`src/rtl/i3c_reg_pkg.sv`:
```
// Shared register-bank definitions: register indices, default per-register
// masks and reset values, and the byte-strobe expansion helper.
package i3c_reg_pkg;

  localparam int unsigned MAX_REGS   = 64;
  localparam int unsigned IDX_BCR    = 0;
  localparam int unsigned IDX_DCR    = 1;
  localparam int unsigned IDX_STATUS = 2;
  localparam int unsigned IDX_INT_EN = 3;

  typedef logic [MAX_REGS-1:0][31:0] reg_arr_t;

  function automatic reg_arr_t def_rw_mask();
    reg_arr_t a;
    a             = '0;
    a[IDX_BCR]    = 32'h0000_00FF;
    a[IDX_DCR]    = 32'h0000_00FF;
    a[IDX_INT_EN] = 32'h0000_00FF;
    return a;
  endfunction

  function automatic reg_arr_t def_w1c_mask();
    reg_arr_t a;
    a             = '0;
    a[IDX_STATUS] = 32'h0000_00FF;
    return a;
  endfunction

  localparam reg_arr_t DEF_RW_MASK  = def_rw_mask();
  localparam reg_arr_t DEF_W1C_MASK = def_w1c_mask();
  localparam reg_arr_t DEF_RST_VAL  = '0;

  function automatic logic [31:0] strb_expand(input logic [3:0] strb);
    logic [31:0] m;
    for (int unsigned b = 0; b < 4; b++) begin
      m[8*b +: 8] = {8{strb[b]}};
    end
    return m;
  endfunction

endpackage

```
`src/rtl/i3c_reg_bank_bit_cell.sv`:
```
// One 32-bit register: merges software RW writes, W1C clears and hardware
// set pulses; bits outside both masks are pinned to their reset value.
module i3c_reg_bit_cell
  import i3c_reg_pkg::*;
#(
  parameter logic [31:0] RW_MASK  = '0,
  parameter logic [31:0] W1C_MASK = '0,
  parameter logic [31:0] RST_VAL  = '0
) (
  input  logic        i_clk,
  input  logic        i_rst_n,
  input  logic        i_we,
  input  logic [31:0] i_wdata,
  input  logic [31:0] i_bmask,
  input  logic [31:0] i_hw_set,
  output logic [31:0] o_q
);

  localparam logic [31:0] RO_MASK = ~(RW_MASK | W1C_MASK);

  logic [31:0] q_q, q_d;

  always_comb begin
    q_d = q_q;
    if (i_we) begin
      q_d = (q_d & ~(RW_MASK & i_bmask)) | (i_wdata & RW_MASK & i_bmask);
      q_d = q_d & ~(W1C_MASK & i_bmask & i_wdata);
    end
    // Set is applied after the clear so hardware wins a same-cycle collision.
    q_d = q_d | (i_hw_set & W1C_MASK);
    q_d = (q_d & ~RO_MASK) | (RST_VAL & RO_MASK);
  end

  always_ff @(posedge i_clk or negedge i_rst_n) begin
    if (!i_rst_n) q_q <= RST_VAL;
    else          q_q <= q_d;
  end

  assign o_q = q_q;

endmodule

```
`src/rtl/i3c_reg_bank.sv`:
```
// Memory-mapped I3C control/status register bank with valid/ready request
// and response channels and a registered interrupt output.
module i3c_reg_bank
  import i3c_reg_pkg::*;
#(
  parameter int unsigned NUM_REGS   = 8,
  parameter logic [31:0] BASE_ADDR  = 32'h0000_0000,
  parameter reg_arr_t    RW_MASK    = DEF_RW_MASK,
  parameter reg_arr_t    W1C_MASK   = DEF_W1C_MASK,
  parameter reg_arr_t    RST_VAL    = DEF_RST_VAL,
  parameter int unsigned STATUS_IDX = IDX_STATUS,
  parameter int unsigned INTEN_IDX  = IDX_INT_EN
) (
  input  logic                     i_clk,
  input  logic                     i_rst_n,
  input  logic                     i_valid,
  output logic                     o_ready,
  input  logic                     i_write,
  input  logic [31:0]              i_addr,
  input  logic [31:0]              i_wdata,
  input  logic [3:0]               i_wstrb,
  output logic                     o_rsp_valid,
  input  logic                     i_rsp_ready,
  output logic [31:0]              o_rdata,
  output logic                     o_err,
  input  logic [NUM_REGS*32-1:0]   i_hw_set,
  output logic [NUM_REGS*32-1:0]   o_regs,
  output logic                     o_irq
);

  localparam int unsigned IDXW = $clog2(NUM_REGS);

  logic [31:0]     regs [NUM_REGS];
  logic [31:0]     word_idx;
  logic [IDXW-1:0] idx;
  logic            mapped;
  logic            accept;
  logic [31:0]     bmask;

  logic            rsp_valid_q, rsp_valid_d;
  logic [31:0]     rdata_q, rdata_d;
  logic            err_q, err_d;
  logic            irq_q, irq_d;

  assign o_ready = ~rsp_valid_q | i_rsp_ready;

  always_comb begin
    word_idx = (i_addr - BASE_ADDR) >> 2;
    mapped   = (i_addr[1:0] == 2'b00) && (word_idx < NUM_REGS);
    idx      = word_idx[IDXW-1:0];
    accept   = i_valid & o_ready;
    bmask    = strb_expand(i_wstrb);
  end

  for (genvar k = 0; k < NUM_REGS; k++) begin : g_reg
    i3c_reg_bit_cell #(
      .RW_MASK  (RW_MASK[k]),
      .W1C_MASK (W1C_MASK[k]),
      .RST_VAL  (RST_VAL[k])
    ) u_cell (
      .i_clk    (i_clk),
      .i_rst_n  (i_rst_n),
      .i_we     (accept && i_write && mapped && (idx == IDXW'(k))),
      .i_wdata  (i_wdata),
      .i_bmask  (bmask),
      .i_hw_set (i_hw_set[32*k +: 32]),
      .o_q      (regs[k])
    );
    assign o_regs[32*k +: 32] = regs[k];
  end

  always_comb begin
    rsp_valid_d = rsp_valid_q;
    rdata_d     = rdata_q;
    err_d       = err_q;
    if (accept) begin
      rsp_valid_d = 1'b1;
      err_d       = ~mapped;
      rdata_d     = (mapped && !i_write) ? regs[idx] : '0;
    end else if (i_rsp_ready) begin
      rsp_valid_d = 1'b0;
    end
    irq_d = |(regs[IDXW'(STATUS_IDX)] & regs[IDXW'(INTEN_IDX)]);
  end

  always_ff @(posedge i_clk or negedge i_rst_n) begin
    if (!i_rst_n) begin
      rsp_valid_q <= 1'b0;
      rdata_q     <= '0;
      err_q       <= 1'b0;
      irq_q       <= 1'b0;
    end else begin
      rsp_valid_q <= rsp_valid_d;
      rdata_q     <= rdata_d;
      err_q       <= err_d;
      irq_q       <= irq_d;
    end
  end

  assign o_rsp_valid = rsp_valid_q;
  assign o_rdata     = rdata_q;
  assign o_err       = err_q;
  assign o_irq       = irq_q;

endmodule

```
`config.mk`:
```
export PLATFORM = sky130hd
export DESIGN_NAME = i3c_reg_bank
export DESIGN_NICKNAME = d
export VERILOG_FILES = /design/src/rtl/i3c_reg_pkg.sv /design/src/rtl/i3c_reg_bank_bit_cell.sv /design/src/rtl/i3c_reg_bank.sv
export SDC_FILE = /design/constraint.sdc
export NUM_CORES = 1
export LEC_CHECK = 0
export ABC_AREA = 1
export CORE_AREA = 2 2 245 247
export DETAILED_ROUTE_END_ITERATION = 16
export DIE_AREA = 0 0 247 249
export PLACE_DENSITY = 0.39
export SLEW_MARGIN = 20
export SYNTH_ARGS = -nofsm -noshare
export SYNTH_HDL_FRONTEND = slang
export SYNTH_SLANG_ARGS = --single-unit
```
`constraint.sdc`:
```
create_clock -name i_clk -period 1.3 [get_ports i_clk]
set_input_delay 0.26 -clock i_clk [delete_from_list [all_inputs] [get_ports i_clk]]
set_output_delay 0.26 -clock i_clk [all_outputs]
set_load 0.1 [all_outputs]
```
==> impl_metrics.toml, run 1 <==
[timing]
post-route-min-period_ns = 1.495
final-hold-violation-count = 0
rsz0062_at_grt = "true"
maxSlewViolCount = 0
setup_violations = 42
setup_tns_ns = -5.310
fmaxAchievable_mhz = 668.9
worst_clock_skew_ns = 0.007202
worst-slew-pin-transition_ns = 0.5610
final.period_utilization = 1.150
worst_slack_ns = -0.1951
relSlewSlack = 0.6260

[routing]
top_layer = "met5"
initialDrtViolationCount = 193
route.detailed.vias_per_inst = 2.288
dr_total_vias = 3365
routed-wl-met3_um = 2944
route.final.wire_length_um = 15400
routed_len_inst_um = 10.47
antenna_left = 0
dr.pass1.iters = 4
detail_route.wirelength.met1_um = 6637
post-route-drc-count = 0
wl_met2_um = 5627

[synth]
postSynth.topFlopCell = "sky130_fd_sc_hd__dfrtp_1"
synthDominantCellAreaShare = 0.4495
seq_area_frac_synth = 0.2587
yosys_register_bits = 43
post_synth.cell_area_avg_um2 = 7.631
share_of_async_settable_or_async_resettable_flops_after_synthesis = 1.000
post-synth-top-count-cell = "sky130_fd_sc_hd__buf_4"
synthCells = 545
synthesis.area_um2 = 4159
yosys-top-cells-area = "sky130_fd_sc_hd__buf_4 (45%), sky130_fd_sc_hd__dfrtp_1 (26%), sky130_fd_sc_hd__nand2_1 (10%), sky130_fd_sc_hd__nand4_1 (5.3%), sky130_fd_sc_hd__o21ai_0 (1.8%)"
number_of_enable_flip_flop_cells_after_synthesis = 0
yosysWarningCount = 0
synth_commonest_cells = "sky130_fd_sc_hd__buf_4 (249), sky130_fd_sc_hd__nand2_1 (112), sky130_fd_sc_hd__dfrtp_1 (43)"
netlist.top_cell.by_area = "sky130_fd_sc_hd__buf_4"
synthDistinctLibCells = 25

[cells_and_area]
sequential_cell_area_um2 = 1087
share_of_post_route_cells_with_drive_strength_above_1 = 0.2241
finalNetCount = 1024
finalCoreUtilization = 0.1087
areaGrowthSynthToFinish_pct = 53.43
multi_input_area_um2 = 2193
fill_cells = 6756

[clocking]
cts_max_path_buffers = 2
clk_latency_ns = 0.29
tritoncts = "yes"
clock_sink_count = 43
worst_setup_hold_path_clk_slew_ns = 0.07
tritoncts_buffers = 5
h-tree-depth = 2
cts_root_buf = "sky130_fd_sc_hd__clkbuf_16"

[critical_path]
worst_setup_path_startpoint = "o_rsp_valid$_DFFE_PN0P_"
path_max_fanout = 2
timing.critical_path.cells = "nand2_8 -> buf_4 -> buf_6 -> buf_12"
cp.required_ns = 1.04
max_stage_delay_ns = 0.51
path_delay_family = "flip-flops"
critical_path.startpoint_type = "flip-flop"
timing.critical_path.slowest_stage_cell = "sky130_fd_sc_hd__dfrtp_4"
timing.critical_path.arrival_ns = 1.24
r2r_start = "o_rsp_valid$_DFFE_PN0P_"
cp-end-kind = "output pin"
cp.buffers_inverters = 3
criticalPathCategory = "reg2out"

[pwr]
cell_internal_pwr_uw = 2407
switching_share = 0.6249
p_clk_frac = 0.208
switching_power_uw = 4010
power.density_nw_per_um2 = 1006
combinationalPowerShare = 0.580
p_seq_frac = 0.212
irDropWorstVdd_mv = 0.4177
power.static_leakage_uw = 0.003031

[floorplan]
ioPinCount = 621
die_height_um = 249
design.die.area_um2 = 61500
floorplan.initialDensity = 0.07087
placeableCoreArea_um2 = 58690
rows = 89
chipWidth_um = 247

[global_routing]
gr-total-overflow = 0
grt_max_degree = 27
grt_pass1_vias = 2834
wire_length_of_the_first_global_routing_pass_um = 20620
grtUsageTotal = 0.04772
antenna_violations_before_repair = 11

[placed_design]
place_congestion = 0.7244
pre_cts_setup_slack_ns = -0.6341
place.detailed.hpwl_um = 13220
port_buffers = 97

[status]
violations = "setup timing"
status = "complete, but fails checks"

[job]
max_cap_violations = 0

[hold_path]
holdCritPathClass = "in2async"
area by class of cell:
cell class | count | area share
multi-input combinational | 469 | 0.3437
antenna | 2 | 0.0007843
timing repair buffer | 156 | 0.2975
inverter | 20 | 0.01176
sequential | 43 | 0.1704
clock buffer | 6 | 0.02176
tap | 773 | 0.1516
clock inverter | 2 | 0.002549
power by group through the flow:
stage	logic [µW]	clock network, µW	registers (µW)
after global routing	3810	1420	1360
after global placement	3670	0	1380
after floorplan	3830	0	1440
after detailed placement	3680	0	1380
final	3720	1340	1360
after CTS	3670	1370	1360
kinds of logic after synthesis:
family / after synthesis / share of synthesized area
DFF: 43 / 0.2587
buffers and inverters: 280 / 0.4832
other: 1 / 0.0009017
AOI/OAI and AO/OA: 36 / 0.04994
and+or+nand+nor: 185 / 0.2073
routing by layer:
layer	GRT usage	vias to the layer above
li1	-	1545
met1	0.06081	1504
met2	0.06114	274
met3	0.04083	24
met4	0.005680	18
met5	0	-
stage by stage:
stage | total power, µW | instance area, µm² | hold slack [ns] | cells
after floorplan | 5261 | 5141 | -0.03559 | 792
after global placement | 5058 | 5954 | 0.2722 | 1450
after detailed placement | 5061 | 5954 | 0.2803 | 1450
after CTS | 6403 | 6191 | 0.5341 | 1461
after global routing | 6589 | 6379 | 0.5515 | 1470
final | 6416 | 6381 | 0.5480 | 1471
cells in the final DEF (no fill, tap or decap), types with 8 or more instances in the layout:
cell,Yosys,layout
sky130_fd_sc_hd__clkdlybuf4s15_1,0,9
sky130_fd_sc_hd__nand2_1,112,103
sky130_fd_sc_hd__buf_6,2,10
sky130_fd_sc_hd__nand2_2,3,9
sky130_fd_sc_hd__a21oi_1,9,9
sky130_fd_sc_hd__buf_12,0,47
sky130_fd_sc_hd__dlygate4sd2_1,0,23
sky130_fd_sc_hd__buf_4,249,45
sky130_fd_sc_hd__nor2_1,17,14
sky130_fd_sc_hd__dfrtp_1,43,36
sky130_fd_sc_hd__clkdlybuf4s50_1,0,20
sky130_fd_sc_hd__nand4_1,35,35
sky130_fd_sc_hd__conb_1,1,248
sky130_fd_sc_hd__inv_1,18,16
sky130_fd_sc_hd__nand3b_1,8,8
worst paths after layout:
| path | slack, ns | endpoint | cells after the start |
|---|---|---|---|
| max | -0.20 | o_ready | 4 |
| min | 0.55 | o_rdata[1]$_DFFE_PN0P_ | 2 |
| max reg2reg | -0.17 | flip-flop | 8 |
| min reg2reg | 0.55 | o_rdata[0]$_DFFE_PN0P_ | 2 |
| max in group asynchronous | 0.18 | g_reg[2].u_cell.o_q[4]$_DFF_PN0_ | 3 |
| min in group i_clk | 0.55 | o_rdata[0]$_DFFE_PN0P_ | 2 |
timing repair:
action,4_1_cts,5_1_grt
setup endpoints to repair,45,47
resized for setup,62,26
hold endpoints to repair,17,0
gates cloned,0,0
buffers inserted,3,8
pin swaps,29,14
hold buffers,1,0
No activity file was read; power rests on OpenSTA's default activity.
==> run 2: changes to the inputs <==
--- a/config.mk
+++ b/config.mk
@@ -8,6 +8,6 @@
 export ABC_AREA = 1
-export CORE_AREA = 2 2 245 247
+export CORE_AREA = 10 10 236 238
 export DETAILED_ROUTE_END_ITERATION = 16
-export DIE_AREA = 0 0 247 249
-export PLACE_DENSITY = 0.39
+export DIE_AREA = 0 0 246 248
+export PLACE_DENSITY = 0.41
 export SLEW_MARGIN = 20
==> constraint.sdc (replaced) <==
create_clock -name i_clk -period 1.52 [get_ports i_clk]
set_input_delay 0.304 -clock i_clk [delete_from_list [all_inputs] [get_ports i_clk]]
set_output_delay 0.304 -clock i_clk [all_outputs]
set_load 0.02 [all_outputs]
==> impl_metrics.toml, run 2 (synthesis gave the netlist of run 1 again) <==
[status]
status = "complete, no violations"

[cells_and_area]
share_of_post_route_cells_with_drive_strength_above_1 = 0.1667
finalNetCount = 1018
areaGrowthSynthToFinish_pct = 40.34
layout.cells.most_common = "sky130_fd_sc_hd__conb_1"
layout_common_cells = "sky130_fd_sc_hd__conb_1 (248), sky130_fd_sc_hd__nand2_1 (107), sky130_fd_sc_hd__dfrtp_1 (43)"
finalCoreUtilization = 0.1145

[routing]
dr.pass1.iters = 4
routed_len_inst_um = 12.68
route.detailed.vias_per_inst = 2.431
dr_total_vias = 3338
route.final.wire_length_um = 17410
post-route-drc-count = 0
antenna_left = 0
initialDrtViolationCount = 218

[critical_path]
path_max_fanout = 2
timing.critical_path.arrival_ns = 1.12
cp-end-kind = "output pin"
criticalPathCategory = "reg2out"
critical_path.startpoint_type = "flip-flop"
cp.required_ns = 1.22

[timing]
post-route-min-period_ns = 1.420
fmaxAchievable_mhz = 704.1
final.period_utilization = 0.9344
setup_tns_ns = 0
finalHoldWorstSlack_ns = 0.4812
setup_violations = 0
worst_clock_skew_ns = 0.002364
rsz0062_at_grt = "true"
final-hold-violation-count = 0
maxSlewViolCount = 0

[global_routing]
grt_max_degree = 29
wire_length_of_the_first_global_routing_pass_um = 22450
antenna_violations_before_repair = 6
gr-total-overflow = 0
grtUsageTotal = 0.05074
grt_pass1_vias = 3188

[placed_design]
place_congestion = 0.7730
place.detailed.hpwl_um = 15100
port_buffers = 97

[clocking]
tritoncts_buffers = 5
cts_root_buf = "sky130_fd_sc_hd__clkbuf_16"
tritoncts = "yes"
clk_latency_ns = 0.29
clock_sink_count = 43
worst_setup_hold_path_clk_slew_ns = 0.06
cts_max_path_buffers = 2
h-tree-depth = 2

[floorplan]
chipWidth_um = 246
placeableCoreArea_um2 = 50990
rows = 83
floorplan.initialDensity = 0.08156
die_height_um = 248
ioPinCount = 621
design.die.area_um2 = 61010

[hold_path]
holdCritPathClass = "in2async"

[pwr]
irDropWorstVdd_mv = 0.3507
power.static_leakage_uw = 0.002982
power.density_nw_per_um2 = 554.6

[job]
max_cap_violations = 0
[run 2: timing repair]
action / CTS / global route
hold endpoints to repair: 15 / 0
pin swaps: 20 / 23
cloned: 3 / 0
setup buffers: 7 / 1
hold buffers: 1 / 0
resized for setup: 76 / 35
setup endpoints to repair: 62 / 40
[run 2: final cells by class]
| cell class | instances | area (µm²) |
|---|---|---|
| well taps | 680 | 850.8 |
| clock inverters | 1 | 5.005 |
| repair buffers | 150 | 1635 |
| diodes | 3 | 7.507 |
| inverters | 20 | 77.57 |
| fillers | 5881 | 45150 |
| clock buffers | 7 | 132.6 |
| multi-input cells | 469 | 2052 |
| flip-flops and latches | 43 | 1076 |
[run 2: critical path: stages (launching register included)]
cell and delay (ns):
sky130_fd_sc_hd__dfrtp_1 0.42, sky130_fd_sc_hd__buf_4 0.15, sky130_fd_sc_hd__buf_4 0.13, sky130_fd_sc_hd__buf_12 0.12
[run 2: through the flow]
stage | cells | power [µW] | area [µm²] | setup slack (ns)
2_1_floorplan | 792 | 2305 | 5091 | 0.02812
3_3_place_gp | 1352 | 2151 | 5554 | -0.4511
3_5_place_dp | 1352 | 2152 | 5554 | -0.4406
4_1_cts | 1369 | 3230 | 5816 | 0.005936
5_1_grt | 1370 | 3396 | 5829 | -0.01550
6_report | 1373 | 3237 | 5837 | 0.09966
[run 2: metal layers]
| metal | routed length (µm) | vias up | global-route usage |
|---|---|---|---|
| met2 | 6397 | 283 | 0.06175 |
| met3 | 3530 | 16 | 0.03741 |
| met5 | 45 | - | 0 |
| met4 | 195 | 6 | 0.01089 |
| li1 | - | 1538 | - |
| met1 | 7245 | 1495 | 0.06810 |
[run 2: worst paths after layout]
check | startpoint | to | slack [ns] | cells past startpoint
hold reg to reg | flip-flop | flip-flop | 0.53 | 2
hold / removal | i_rst_n | asynchronous set/reset pin | 0.48 | 2
max in group asynchronous | i_rst_n | g_reg[2].u_cell.o_q[0]$_DFF_PN0_ | 0.53 | 3
setup reg to reg | o_rsp_valid$_DFFE_PN0P_ | flip-flop | 0.11 | 9
setup / recovery | o_rsp_valid$_DFFE_PN0P_ | o_rsp_valid | 0.1 | 3
min in group i_clk | i_rsp_ready | o_rsp_valid$_DFFE_PN0P_ | 0.52 | 5
[run 2: power by group]
part / internal (µW) / switching, µW
Clock: 609 / 470
Sequential: 1150 / 7.43
Combinational: 226 / 775
Total: 1980 / 1250
